`src/rtl/misc_wb_pkg.sv`:
```
// rtl/misc_wb_pkg.sv - register map, field positions and blinker state encoding for misc_wb
package misc_wb_pkg;

  localparam logic [2:0] REG_BOOT = 3'd0;
  localparam logic [2:0] REG_TICK = 3'd1;
  localparam logic [2:0] REG_LED0 = 3'd2;

  localparam int LED_ENA_BIT  = 31;
  localparam int LED_OFF_LSB  = 16;
  localparam int BOOT_KEY_MSB = 31;
  localparam int BOOT_KEY_LSB = 24;

  typedef enum logic [1:0] {
    ST_IDLE = 2'd0,
    ST_ON   = 2'd1,
    ST_OFF  = 2'd2
  } blink_state_e;

endpackage

```
`src/rtl/misc_blinker_ch.sv`:
```
// rtl/misc_blinker_ch.sv - one LED blinker channel: alternating on/off phases timed in ticks
module misc_blinker_ch
  import misc_wb_pkg::*;
#(
  parameter int TW = 11
) (
  input  logic          clk_24m,
  input  logic          rst,
  input  logic          tick,
  input  logic          load,
  input  logic          ena,
  input  logic [TW-1:0] on,
  input  logic [TW-1:0] off,
  output logic          led
);

  blink_state_e  state_q, state_d;
  logic [TW-1:0] cnt_q, cnt_d;

  always_ff @(posedge clk_24m or posedge rst) begin
    if (rst) begin
      state_q <= ST_IDLE;
      cnt_q   <= '0;
    end else begin
      state_q <= state_d;
      cnt_q   <= cnt_d;
    end
  end

  always_comb begin
    state_d = state_q;
    cnt_d   = cnt_q;
    if (!ena) begin
      state_d = ST_IDLE;
      cnt_d   = '0;
    end else if (load) begin
      // a restart takes priority over a tick landing on the same edge
      if (on != '0) begin
        state_d = ST_ON;
        cnt_d   = on;
      end else if (off != '0) begin
        state_d = ST_OFF;
        cnt_d   = off;
      end else begin
        state_d = ST_IDLE;
        cnt_d   = '0;
      end
    end else if (tick) begin
      case (state_q)
        ST_ON: begin
          if (cnt_q <= TW'(1)) begin
            if (off != '0) begin
              state_d = ST_OFF;
              cnt_d   = off;
            end else begin
              cnt_d = on;
            end
          end else begin
            cnt_d = cnt_q - TW'(1);
          end
        end
        ST_OFF: begin
          if (cnt_q <= TW'(1)) begin
            if (on != '0) begin
              state_d = ST_ON;
              cnt_d   = on;
            end else begin
              cnt_d = off;
            end
          end else begin
            cnt_d = cnt_q - TW'(1);
          end
        end
        default: ;
      endcase
    end
  end

  assign led = (state_q == ST_ON);

endmodule

```
`src/rtl/misc_wb.sv`:
```
// rtl/misc_wb.sv - Wishbone system-control slave: keyed warmboot, tick counter, LED blinkers
module misc_wb
  import misc_wb_pkg::*;
#(
  parameter int         N_LED    = 1,
  parameter int         TW       = 11,
  parameter int         PRESCALE = 24000,
  parameter logic [7:0] BOOT_KEY = 8'hB0
) (
  input  logic             clk_24m,
  input  logic             rst,
  input  logic [2:0]       wb_addr,
  input  logic [31:0]      wb_wdata,
  output logic [31:0]      wb_rdata,
  input  logic             wb_we,
  input  logic             wb_cyc,
  output logic             wb_ack,
  output logic             boot_now,
  output logic [1:0]       boot_sel,
  output logic [N_LED-1:0] led
);

  localparam int            PW         = $clog2(PRESCALE);
  localparam logic [PW-1:0] PRE_RELOAD = PW'(PRESCALE - 1);

  logic                       ack_q, ack_d;
  logic [31:0]                rdata_q, rdata_d, rd_mux;
  logic [PW-1:0]              presc_q, presc_d;
  logic                       tick;
  logic [31:0]                tick_cnt_q, tick_cnt_d;
  logic                       boot_now_q, boot_now_d;
  logic [1:0]                 boot_sel_q, boot_sel_d;
  logic [N_LED-1:0]           ena_q, ena_d;
  logic [N_LED-1:0][TW-1:0]   on_q, on_d, off_q, off_d;
  logic                       wr_en;
  logic [N_LED-1:0]           led_wr;
  logic                       unused_wdata;

  // the master holds addr/we/wdata through the ack cycle, so writes commit there
  assign wr_en        = ack_q & wb_we;
  assign tick         = (presc_q == '0);
  assign unused_wdata = ^wb_wdata;

  always_comb begin
    ack_d  = wb_cyc & ~ack_q;
    rd_mux = '0;
    case (wb_addr)
      REG_BOOT: rd_mux = {29'b0, boot_now_q, boot_sel_q};
      REG_TICK: rd_mux = tick_cnt_q;
      default:  rd_mux = '0;
    endcase
    for (int i = 0; i < N_LED; i++) begin
      if (wb_addr == REG_LED0 + 3'(i)) begin
        rd_mux[LED_ENA_BIT]         = ena_q[i];
        rd_mux[LED_OFF_LSB +: TW]   = off_q[i];
        rd_mux[TW-1:0]              = on_q[i];
      end
    end
    rdata_d = ack_d ? rd_mux : '0;

    presc_d = tick ? PRE_RELOAD : presc_q - PW'(1);

    tick_cnt_d = tick_cnt_q;
    if (wr_en && wb_addr == REG_TICK) begin
      tick_cnt_d = '0;
    end else if (tick) begin
      tick_cnt_d = tick_cnt_q + 32'd1;
    end

    boot_now_d = boot_now_q;
    boot_sel_d = boot_sel_q;
    if (wr_en && wb_addr == REG_BOOT && !boot_now_q &&
        wb_wdata[BOOT_KEY_MSB:BOOT_KEY_LSB] == BOOT_KEY) begin
      boot_sel_d = wb_wdata[1:0];
      boot_now_d = wb_wdata[2];
    end

    ena_d = ena_q;
    on_d  = on_q;
    off_d = off_q;
    for (int i = 0; i < N_LED; i++) begin
      if (led_wr[i]) begin
        ena_d[i] = wb_wdata[LED_ENA_BIT];
        on_d[i]  = wb_wdata[TW-1:0];
        off_d[i] = wb_wdata[LED_OFF_LSB +: TW];
      end
    end
  end

  always_ff @(posedge clk_24m or posedge rst) begin
    if (rst) begin
      ack_q      <= 1'b0;
      rdata_q    <= '0;
      presc_q    <= PRE_RELOAD;
      tick_cnt_q <= '0;
      boot_now_q <= 1'b0;
      boot_sel_q <= '0;
      ena_q      <= '0;
      on_q       <= '0;
      off_q      <= '0;
    end else begin
      ack_q      <= ack_d;
      rdata_q    <= rdata_d;
      presc_q    <= presc_d;
      tick_cnt_q <= tick_cnt_d;
      boot_now_q <= boot_now_d;
      boot_sel_q <= boot_sel_d;
      ena_q      <= ena_d;
      on_q       <= on_d;
      off_q      <= off_d;
    end
  end

  // channels see the incoming fields on the write edge so the restart uses new periods
  for (genvar g = 0; g < N_LED; g++) begin : g_ch
    assign led_wr[g] = wr_en && (wb_addr == REG_LED0 + 3'(g));

    misc_blinker_ch #(
      .TW(TW)
    ) u_ch (
      .clk_24m(clk_24m),
      .rst    (rst),
      .tick   (tick),
      .load   (led_wr[g]),
      .ena    (ena_d[g]),
      .on     (on_d[g]),
      .off    (off_d[g]),
      .led    (led[g])
    );
  end

  assign wb_ack   = ack_q;
  assign wb_rdata = rdata_q;
  assign boot_now = boot_now_q;
  assign boot_sel = boot_sel_q;

endmodule
```
`config.mk`:
```
export PLATFORM = sky130hd
export DESIGN_NAME = misc_wb
export DESIGN_NICKNAME = d
export VERILOG_FILES = /design/src/rtl/misc_wb_pkg.sv /design/src/rtl/misc_blinker_ch.sv /design/src/rtl/misc_wb.sv
export SDC_FILE = /design/constraint.sdc
export NUM_CORES = 1
export LEC_CHECK = 0
export BUFFER_PORTS_ARGS = -buffer_cell sky130_fd_sc_hd__buf_2
export CAP_MARGIN = 20
export CORE_MARGIN = 8
export CORE_UTILIZATION = 58
export CTS_CLUSTER_SIZE = 20
export DETAILED_ROUTE_END_ITERATION = 6
export MAX_ROUTING_LAYER = met4
export PLACE_DENSITY = 0.8
export SKIP_CTS_REPAIR_TIMING = 1
export SLEW_MARGIN = 40
export SYNTH_ARGS = -nofsm -noshare
export SYNTH_HDL_FRONTEND = slang
export SYNTH_SLANG_ARGS = --single-unit
```
`constraint.sdc`:
```
create_clock -name clk_24m -period 5.01 [get_ports clk_24m]
set_input_delay 1.002 -clock clk_24m [delete_from_list [all_inputs] [get_ports clk_24m]]
set_output_delay 1.002 -clock clk_24m [all_outputs]
set_load 0.02 [all_outputs]
```
==> key figures <==
Power
  • Comb pwr share: 0.124
  • Clock power frac: 0.468
  • Net Sw Frac: 0.259
  • Pwr/cell area: 393 nW/µm²
  • Leakage Power: 3.34 nW
  • Internal power: about 2.1 mW
  • Reg power frac: 0.407
  • Peak supply drop: 0.294 mV
  • Net Sw Power: 0.723 mW
  • Overall Power: 2.79 mW

Clock network
  • Clk_lat worst skew: 0.53 ns
  • Sink Count: 119
  • TritonCTS buffer count: 17
  • H-tree depth: 4
  • CTS tree: done
  • Worst-path clk slew: 0.06 ns
  • Clock root buffer: clkbuf_8
  • Clk buf depth: 2

Worst setup path
  • Worst Path Required: 5.43 ns
  • Setup crit start kind: primary input
  • CP endpoint kind: flip-flop
  • Critical path type: primary input to flip-flop
  • Crit Path Max Fanout: 33
  • Data arrival, critical path: between 3 and 4 ns

Floorplanning
  • Die Wd: ~120 µm
  • Die H: about 120 µm
  • Num rows: 37
  • Die ar.: 13,800 µm²
  • Starting Density: 0.587
  • # IOs: 76
  • Core outline area: 10,200 µm²

Placement
  • PortBufs: 70
  • Dpl hpwl: 11,800 µm
  • GPL Wtd Cong: 0.961
  • Placed Cells: 799
  • Placed cell area: ~6500 µm²
  • Place WS: about 1.5 ns

Detailed routing
  • DRC Markers: 0
  • Vias per cell: ~6.2
  • Vias: approximately 5,100
  • Post-Route WL: approximately 17,000 µm
  • ANT nets after route: 0
  • Iteration-0 DRC Markers: 572
  • Detailed Routing Iterations Pass 1: 5
  • Routed WL per cell: approximately 20 µm

Layout
  • P&R area growth vs syn: 18.7%
  • Count of inserted antenna diode cells: 0
  • Design area: 7100 µm²
  • Layout cells sized above 1: 0.220
  • Non-Filler Instances: 831
  • Net count, final: 725
  • Fillcell total: 795
  • Final Core Density: 0.697

STA
  • Max-slew headroom: 0.491
  • Max Fclk: 0.317 GHz
  • Unrepaired setup endpoints after global routing: no
  • Tightest hold margin: between 0.4 and 0.5 ns
  • Setup TNS: 0 ns
  • Final Hold Viols: 0
  • Crit path time final: approximately 3.2 ns
  • Worst setup margin: 1.86 ns
  • Worst Clk Skew: 0.00764 ns
  • Final setup violation count: 0
  • Final count of pins violating max slew: 0
  • Worst slew pin tran: 0.759 ns
  • Final Cycle Share: 0.629

Yosys
  • Synth Flop Type: dfrtp_1
  • Mapped Avg Cell Area: 9.79 µm²
  • Yosys cell types: 64
  • Register bit total from synthesis: 119
  • Post-Syn Nets: 654
  • Ys async rst share: 1.00
  • Mapped Area: 5980 µm²
  • EDFF count, synth: 0
  • Post-Syn Instances: 611
  • Sequential fraction of the synthesis area: 0.500
  • Synth warn: 0

GRT
  • Overflow after GRT: 0
  • Global-route wire length before repair: 26,800 µm
  • Largest net degree at the start of global routing: 53
  • Vias in the first global route: 5,108
  • GRT Total Usage: 0.249
  • Antenna violations before repair: 0

Min path
  • Hold Crit Class: flip-flop to flip-flop

Run
  • Max-Cap Viols: 0

Status
  • Status: finished, final reports clean
## cell type report
type / count / area (µm²) / share of cell area
clock inverters: 8 / 168 / 0.0236
repair buffers: 77 / 403 / 0.0568
flip-flops and latches: 119 / 2990 / 0.422
well taps: 136 / 170 / 0.0240
clock buffers: 24 / 470 / 0.0663
multi-input cells: 454 / 2840 / 0.401
inverters: 13 / 51.3 / 0.00723
## state kept, by name, indices dropped and copies added, names as in the netlist
signal	cells
presc_q	15
boot_sel	2
ena_q	1
wb_rdata	32
tick_cnt_q	32
boot_now	1
wb_ack	1
g_ch.u_ch.cnt_q	11
off_q	11
on_q	11
g_ch.u_ch.state_q	2
## path summary, 6_finish.rpt
path | from | to | slack, ns | depth (start not counted)
worst max register to register | g_ch[0].u_ch.cnt_q[2] | g_ch[0].u_ch.state_q[0] | 2.43 | 6
worst max-delay path | wb_addr[1] | g_ch[0].u_ch.cnt_q[0] | 1.86 | 8
worst min-delay path | boot_now | boot_now | 0.48 | 1
max in group asynchronous | rst | presc_q[8] | 3.55 | 3
worst min register to register | boot_now | boot_now | 0.48 | 1
min in group asynchronous | rst | wb_rdata[15] | 0.56 | 2
## critical path, stage by stage
cell     delay (ns)
buf_2          0.19
nor3b_2        0.67
nand2_1        0.39
buf_4          0.36
mux2_2         0.35
a32oi_1        0.27
o21ai_0        0.12
a22o_1         0.21
## kinds of logic after synthesis
group | Yosys count | share of synthesized area
simple gates | 268 | 0.234
flops | 119 | 0.500
xor+xnor | 43 | 0.0629
buf+inv | 38 | 0.0261
compound gates | 120 | 0.134
mux | 19 | 0.0351
fa+ha+maj | 4 | 0.00837
## power groups by stage
stage / Combinational (mW) / Sequential, mW / Clock, mW
finish: 0.347 / 1.14 / 1.31
global route: 0.381 / 1.14 / 1.36
CTS: 0.344 / 1.13 / 1.32
detailed placement: 0.339 / 1.15 / 0
global placement: 0.328 / 1.14 / 0
floorplan: 0.230 / 1.12 / 0
## cells in the mapped netlist, types with 3 or more instances
master      n  area [µm²]
nand2b_1    6        37.5
a22o_1      5        43.8
xnor2_1    15         131
a21oi_1    24         120
o22ai_1     3        18.8
ha_1        4        50.1
a211oi_1    5        37.5
buf_2       8        40.0
and4_1      4        35.0
nand4_1    18         113
nand3_1    16        80.1
nor4_1     14        87.6
a21o_1      3        22.5
a22oi_1    22         165
and3_1     17         106
nand2_1    66         248
dfrtp_1   107        2680
mux2i_1     3        30.0
nor2b_1     5        31.3
o21ai_0    25         125
a31oi_1     4        25.0
xor2_1     28         245
nor2_1     72         270
and2_1      6        37.5
a211o_1     3        26.3
mux2_2     16         180
nor3_1     16        80.1
dfstp_2    12         315
or3_1       7        43.8
a31o_2      3        26.3
o31ai_1     7        52.6
inv_1      13        48.8
clkbuf_1   16        60.1
## per-layer routing
metal	wire length, µm	GRT usage	vias to the layer above
met1	7020	0.315	2519
met2	7790	0.373	242
met3	1240	0.0566	43
li1	-	-	2341
met4	506	0.118	0
met5	0	-	-
## cell usage in the layout (no fill, tap or decap), types with 6 or more instances in the layout
master	count
dfrtp_1	107
nor2_1	71
buf_2	70
nand2_1	66
xor2_1	28
o21ai_0	25
a21oi_1	24
a22oi_1	22
nand4_1	18
and3_1	17
nand3_1	16
mux2_2	16
nor3_1	16
clkbuf_16	16
xnor2_1	15
nor4_1	14
inv_1	12
dfstp_2	12
or3_1	7
o31ai_1	7
buf_4	7
and2_1	6
Power figures use the tool's default switching activity.
